`src/rtl/alu_arbiter.sv`:
```
// alu_arbiter: two-requester front end for a shared, externally muxed ALU.
// One transaction at a time: IDLE grants a requester and latches its
// opcode/operands onto alu_sel/alu_a/alu_b, EXEC waits LAT cycles for the ALU
// result, RESP holds the result until the winning requester consumes it.
//
// Parameters:
//   BITS - operand/result width
//   LAT  - ALU result latency in cycles after operands are driven (1..7)
//
// Ports:
//   clk, rst_n                   - clock, asynchronous active-low reset
//   req_valid[1:0] / req_ready   - per-requester request handshake
//   req_op0/1, req_a0/b0/a1/b1   - per-requester opcode and operands
//   rsp_valid[1:0] / rsp_ready   - per-requester response handshake
//   rsp_data, rsp_err            - shared result; err = opcode above 8
//   alu_sel, alu_a, alu_b        - drive the external ALU
//   alu_result                   - external ALU mux output
//   busy                         - high whenever not IDLE
//
// Build option:
//   ALU_ARB_ROUND_ROBIN_EN - when defined, simultaneous requests alternate
//   between requesters; otherwise requester 0 always wins a tie.
module alu_arbiter #(
    parameter int unsigned BITS = 32,
    parameter int unsigned LAT  = 1
) (
    input  logic            clk,
    input  logic            rst_n,
    input  logic [1:0]      req_valid,
    output logic [1:0]      req_ready,
    input  logic [3:0]      req_op0,
    input  logic [3:0]      req_op1,
    input  logic [BITS-1:0] req_a0,
    input  logic [BITS-1:0] req_b0,
    input  logic [BITS-1:0] req_a1,
    input  logic [BITS-1:0] req_b1,
    output logic [1:0]      rsp_valid,
    input  logic [1:0]      rsp_ready,
    output logic [BITS-1:0] rsp_data,
    output logic            rsp_err,
    output logic [3:0]      alu_sel,
    output logic [BITS-1:0] alu_a,
    output logic [BITS-1:0] alu_b,
    input  logic [BITS-1:0] alu_result,
    output logic            busy
);

    typedef enum logic [1:0] {
        IDLE,
        EXEC,
        RESP
    } state_t;

    localparam logic [2:0] CNT_LAST = 3'(LAT - 1);

    state_t     state;
    state_t     state_nxt;
    logic [2:0] cnt;
    logic       winner;     // requester owning the current transaction
    logic       grant_id;   // requester that would win this cycle
    logic       accept;
    logic       cnt_done;

`ifdef ALU_ARB_ROUND_ROBIN_EN
    logic last_grant;

    // On a tie, favour the requester not served last; otherwise whoever asks.
    always_comb begin
        if (req_valid == 2'b11) grant_id = ~last_grant;
        else                    grant_id = ~req_valid[0];
    end

    always_ff @(posedge clk or negedge rst_n) begin
        if (!rst_n)      last_grant <= 1'b1;
        else if (accept) last_grant <= grant_id;
    end
`else
    // Fixed priority: requester 0 wins whenever it is asking.
    always_comb grant_id = ~req_valid[0];
`endif

    // rst_n gating keeps req_ready low while reset is held even though the
    // state register already reads IDLE.
    assign accept   = rst_n && (state == IDLE) && (req_valid != 2'b00);
    assign cnt_done = (cnt == CNT_LAST);

    always_ff @(posedge clk or negedge rst_n) begin
        if (!rst_n) state <= IDLE;
        else        state <= state_nxt;
    end

    always_comb begin
        state_nxt = state;
        req_ready = 2'b00;
        rsp_valid = 2'b00;
        busy      = 1'b0;
        case (state)
            IDLE: begin
                if (accept) begin
                    req_ready = grant_id ? 2'b10 : 2'b01;
                    state_nxt = EXEC;
                end
            end
            EXEC: begin
                busy = 1'b1;
                if (cnt_done) state_nxt = RESP;
            end
            RESP: begin
                busy      = 1'b1;
                rsp_valid = winner ? 2'b10 : 2'b01;
                // Only the winner's consume strobe ends the transaction.
                if (rsp_ready[winner]) state_nxt = IDLE;
            end
            default: state_nxt = IDLE;
        endcase
    end

    always_ff @(posedge clk or negedge rst_n) begin
        if (!rst_n) begin
            cnt      <= '0;
            winner   <= 1'b0;
            alu_sel  <= '0;
            alu_a    <= '0;
            alu_b    <= '0;
            rsp_data <= '0;
            rsp_err  <= 1'b0;
        end else if (accept) begin
            cnt     <= '0;
            winner  <= grant_id;
            alu_sel <= grant_id ? req_op1 : req_op0;
            alu_a   <= grant_id ? req_a1  : req_a0;
            alu_b   <= grant_id ? req_b1  : req_b0;
        end else if (state == EXEC) begin
            cnt <= cnt + 3'd1;
            if (cnt_done) begin
                rsp_data <= alu_result;
                rsp_err  <= (alu_sel > 4'd8);
            end
        end
    end

endmodule

```
`config.mk`:
```
export PLATFORM = sky130hd
export DESIGN_NAME = alu_arbiter
export DESIGN_NICKNAME = d
export VERILOG_FILES = /design/src/rtl/alu_arbiter.sv
export SDC_FILE = /design/constraint.sdc
export NUM_CORES = 1
export LEC_CHECK = 0
export ABC_AREA = 1
export BUFFER_PORTS_ARGS = -buffer_cell sky130_fd_sc_hd__buf_2
export CAP_MARGIN = 20
export CORE_MARGIN = 4
export CORE_UTILIZATION = 49
export DETAILED_ROUTE_END_ITERATION = 12
export HOLD_SLACK_MARGIN = 0.05
export PLACE_DENSITY = 0.9
export SLEW_MARGIN = 20
export SYNTH_ARGS = -nofsm -noshare
export SYNTH_HDL_FRONTEND = slang
export SYNTH_SLANG_ARGS = --single-unit
```
`constraint.sdc`:
```
create_clock -name clk -period 3.84 [get_ports clk]
set_input_delay 0.768 -clock clk [delete_from_list [all_inputs] [get_ports clk]]
set_output_delay 0.768 -clock clk [all_outputs]
set_load 0.01 [all_outputs]
```
==> results.json, run 1 <==
{
  "outcome": "completed",
  "path_clk_slew_ps": 110,
  "insertion_delay_ps": 360,
  "hold_path_startpoint": "rsp_err",
  "hold_depth": 2,
  "finalWirelength_um": 14100,
  "drc": 0,
  "syn_area_um2": 5140,
  "layout_common_cells": "buf_2, nor2_1, nand2_1",
  "ff2ff_setup_slack_ps": 1260,
  "final_common_cell": "buf_2",
  "tns_ps": 0,
  "overflow": 0,
  "grt_pass1_vias": 4599,
  "ioPinCount": 280,
  "first_pass_iters": 4,
  "num_vias": 4724,
  "crit_chain": "inv_1 > ha_1 > nand2_1 > inv_2 > nand2_4 > inv_2 > nand2_1 > inv_1 > buf_2",
  "max-slew-margin-rel": 0.513,
  "finalSetupViolCount": 0,
  "dp_hpwl_um": 10700,
  "route.met3.wl_um": 1170,
  "min_period_over_period": 0.753,
  "ff2ff_path_depth": 9,
  "die_x_um": 110,
  "synthesis.nets": 746,
  "top_layer": "met4",
  "grt_max_degree": 87,
  "numCtsBuffers": 9,
  "p_per_area_nw_per_um2": 694,
  "ys_seq_area_frac": 0.520,
  "worst-endpoint-arrival_ps": 2120,
  "area_delta_synth_final_pct": 31.0,
  "die_area_um2": 12200,
  "timing.fmax_ghz": 0.346,
  "io_buffers": 279,
  "synthDistinctLibCells": 23,
  "netlist_instances": 567,
  "cp_slowest_stage_delay_ps": 470,
  "cts_resized": 0,
  "hold_buffers": 0,
  "hold_violations": 0,
  "final_max_slew_viol_count": 0,
  "finClkSkew_ps": 17.5,
  "cts_sinks": 107,
  "ctsHtreeMaxLevel": 3,
  "hold_class": "register to register",
  "cp-start-kind": "register",
  "cp.required_ps": 3070,
  "finalPower_w": 0.00468,
  "rows": 37,
  "gp_congestion": 0.874,
  "reg2reg_from": "state[1]",
  "ctsLongestPathBuffers": 2,
  "avgSynthCellArea_um2": 9.07,
  "postCtsSetupRepairBufs": 0,
  "layout.nets": 1005,
  "n_antenna_cell": 0,
  "root_buffer": "clkbuf_8",
  "drtIter0Drc": 392,
  "antenna_found_initial": 0,
  "cts_tree": "done",
  "tightest_slew_ps": 730,
  "grt_pass1_wl_um": 22800,
  "critPathMaxFanout": 55,
  "post_drt_wl_per_cell_um": 14.6,
  "drive_gt1_frac": 0.445,
  "die_h_um": 110,
  "ys_warn_count": 0,
  "period_needed_ps": 2890,
  "synth_seq_cells": 107,
  "ant_nets": 0,
  "rsz0062_at_grt": "false",
  "crit_path_end_kind": "primary output",
  "min_to": "rsp_err",
  "cp_slowest_cell": "nand2_4",
  "crit_buf_inv": 5,
  "crit_family": "simple AND/OR/NAND/NOR gates",
  "maxCapViolCount": 0,
  "cellLeakagePower_nw": 3.76,
  "fillers": 878,
  "utilization": 0.656,
  "met1_length_um": 5670,
  "crit_type": "register to primary output",
  "start_util": 0.501,
  "drt-vias-per-instance": 4.89,
  "r2r-end": "rsp_data[13]",
  "wl_met2_um": 6950,
  "coreArea_um2": 10300,
  "ir_drop_mv": 0.360,
  "grt_usage": 0.226
}
-- cell usage after synthesis (all sizes together) --
master / n / area [um2]
nor2: 142 / 533
nand2: 118 / 470
dfrtp: 107 / 2680
o31ai: 68 / 716
inv: 47 / 179
o21ai: 36 / 229
buf: 24 / 179
clkbuf: 13 / 48.8
ha: 5 / 62.6
nand3: 3 / 20.0
nand4: 2 / 12.5
xnor2: 1 / 8.76
xor2: 1 / 8.76
-- per-layer routing --
layer,up-vias,global-route usage
met5,-,0
met4,0,0.0665
met3,21,0.0674
met2,200,0.381
met1,2166,0.280
li1,2337,-
-- state kept, by name (all words and copies together) (netlist names) --
register  count
cnt           3
winner        1
rsp_err       1
alu_a        32
state         2
alu_sel       4
rsp_data     32
alu_b        32
-- kinds of logic after synthesis --
logic type | after synthesis | synth area share
AO/OA/AOI/OAI | 104 | 0.184
XOR/XNOR | 2 | 0.00341
adder cells (fa/ha/maj) | 5 | 0.0122
buffers and inverters | 84 | 0.0790
flip-flops | 107 | 0.520
AND/OR/NAND/NOR | 265 | 0.201
-- worst reg2reg max path: stages (launching register included) --
cell,delay [ps]
dfrtp_1,400
inv_1,80
ha_1,220
nand2_1,120
inv_2,50
nand2_4,470
nand3_2,460
buf_4,440
nand2_1,140
o21ai_1,60
-- area by class of cell --
| cell class | count | area, um2 | area share |
|---|---|---|---|
| Sequential cell | 107 | 2680 | 0.397 |
| Timing Repair Buffer | 285 | 1460 | 0.216 |
| Tap cell | 136 | 170 | 0.0253 |
| Clock buffer | 11 | 151 | 0.0225 |
| Clock inverter | 5 | 42.5 | 0.00631 |
| Multi-Input combinational cell | 376 | 2060 | 0.306 |
| Inverter | 47 | 179 | 0.0266 |
-- worst max path at each step --
stage / startpoint / to / slack [ps] / cells after the start
floorplan: req_valid[0] / req_ready[1] / 1650 / 8
global placement: req_valid[0] / rsp_err / 1070 / 8
detailed placement: req_valid[0] / rsp_data[5] / 1030 / 8
CTS: state[0] / req_ready[1] / 930 / 9
global route: state[0] / req_ready[1] / 770 / 9
finish: state[1] / req_ready[1] / 950 / 9
-- metrics by stage --
step / hold WS, ps / area [um2] / setup slack [ps] / cells
2_1_floorplan: 467 / 5140 / 1650 / 567
3_3_place_gp: 460 / 6540 / 1070 / 951
3_5_place_dp: 463 / 6540 / 1030 / 951
4_1_cts: 486 / 6740 / 931 / 967
5_1_grt: 505 / 6740 / 770 / 967
6_report: 482 / 6740 / 948 / 967
-- report_power, final --
group	leakage, nW	switching [W]	internal, W	total [W]
registers	1.32	0.000302	0.00166	0.00196
logic	2.33	0.00118	0.000863	0.00205
clock network	0.103	0.000390	0.000283	0.000673
Note: power is estimated with default switching activity, not from simulation.
==> run 2: changes to the inputs <==
Settings changed: CORE_UTILIZATION 49 to 45, PLACE_DENSITY 0.9 to 0.84.
Clock period 3.84 ns to 2.95 ns, I/O delays scaled along.
==> results.json, run 2 (same netlist as run 1, synthesis figures left out) <==
{
  "dpl_cell_area_um2": 6560,
  "fin_area_um2": 6890,
  "tightest_slew_ps": 858,
  "grt_pass1_vias": 4440,
  "antenna_found_initial": 1,
  "min_period_over_period": 0.750,
  "path_clk_slew_ps": 70,
  "drive_gt1_frac": 0.446,
  "drt-vias-per-instance": 4.79,
  "crit_type": "register to primary output",
  "root_buffer": "clkbuf_16",
  "ioPinCount": 280,
  "finalWirelength_um": 13800,
  "layout.nets": 1006,
  "post_drt_wl_per_cell_um": 14.2,
  "finalSetupViolCount": 0,
  "rsz0062_at_grt": "false",
  "numCtsBuffers": 9,
  "grt_usage": 0.203,
  "die_h_um": 115,
  "die_x_um": 115,
  "hold_class": "primary input to asynchronous set/reset pin",
  "period_needed_ps": 2210,
  "ant_nets": 0,
  "hold_violations": 0,
  "reg_top3": "alu_a x32, alu_b x32, rsp_data x32",
  "finClkSkew_ps": 9.06,
  "dp_cells": 956,
  "cp-start-kind": "register",
  "fin_cells": 973,
  "final_common_cell": "buf_2",
  "crit_buf_inv": 5,
  "dp_hpwl_um": 10400,
  "cts_resized": 0,
  "tns_ps": 0,
  "ir_drop_mv": 0.477,
  "final_max_slew_viol_count": 0,
  "cp_slowest_stage_delay_ps": 400,
  "worst-endpoint-arrival_ps": 1620,
  "drtIter0Drc": 363,
  "p_per_area_nw_per_um2": 948,
  "ctsLongestPathBuffers": 2,
  "maxCapViolCount": 0,
  "grt_pass1_wl_um": 21700,
  "hold_buffers": 0,
  "postCtsSetupRepairBufs": 0,
  "cts_sinks": 107,
  "io_buffers": 279,
  "area_delta_synth_final_pct": 33.9,
  "die_area_um2": 13200,
  "grt_max_degree": 99,
  "crit_chain": "inv_1 > ha_1 > nand2_1 > inv_2 > nand2_4 > inv_2 > nand2_1 > inv_1 > buf_2",
  "cp_slowest_cell": "dfrtp_1",
  "num_vias": 4665,
  "max-slew-margin-rel": 0.428,
  "start_util": 0.466,
  "timing.fmax_ghz": 0.452,
  "utilization": 0.625,
  "crit_family": "buffers and inverters",
  "critPathMaxFanout": 5,
  "cellLeakagePower_nw": 3.82,
  "overflow": 0,
  "finalPower_w": 0.00653,
  "gp_congestion": 0.812,
  "drc": 0,
  "rows": 38,
  "insertion_delay_ps": 340,
  "coreArea_um2": 11000,
  "ctsHtreeMaxLevel": 3,
  "outcome": "completed",
  "crit_path_end_kind": "primary output",
  "cp.required_ps": 2360,
  "cts_tree": "done",
  "layout_common_cells": "buf_2, nor2_1, nand2_1",
  "first_pass_iters": 4
}
run 2: cell count changes in the layout (fill, tap and decap cells not counted), sizes merged:
cell and change:
diode +1, clkinvlp +1, bufinv +2, clkbuf -2
buf +1, inv -1
run 2: final cells by class:
| cell class | count | area [um2] |
|---|---|---|
| fillers | 972 | 4140 |
| flip-flops and latches | 107 | 2680 |
| multi-input cells | 376 | 2060 |
| repair buffers | 286 | 1460 |
| clock buffers | 9 | 225 |
| inverters | 47 | 179 |
| well taps | 140 | 175 |
| clock inverters | 7 | 108 |
| diodes | 1 | 2.50 |
run 2: where the power goes:
part	internal, W	switching (W)	leakage, nW
logic	0.00113	0.00153	2.33
registers	0.00216	0.000388	1.32
clock network	0.000761	0.000563	0.160
run 2: through the flow:
stage | setup slack (ps) | hold WS [ps]
finish | 738 | 317
global route | 586 | 365
CTS | 729 | 329
detailed placement | 862 | 464
global placement | 875 | 460
floorplan | 1120 | 294
run 2: worst paths after layout:
path	from	to	slack [ps]	cells after the start
worst min register to register	alu_b[0]	alu_b[0]	480	2
max in group asynchronous	rst_n	alu_b[16]	1400	3
worst max register to register	state[1]	rsp_data[19]	1050	9
min in group clk	alu_b[0]	alu_b[0]	480	2
worst max-delay path	state[1]	req_ready[1]	740	9
worst min-delay path	rst_n	alu_a[11]	320	2
run 2: metal layers:
metal  global-route usage  up-vias  share of wire
li1                     -     2339              -
met1                0.262     2117           0.41
met2                0.336      186           0.49
met3               0.0537       23          0.084
met4               0.0649        0          0.018
met5                    0        -              0
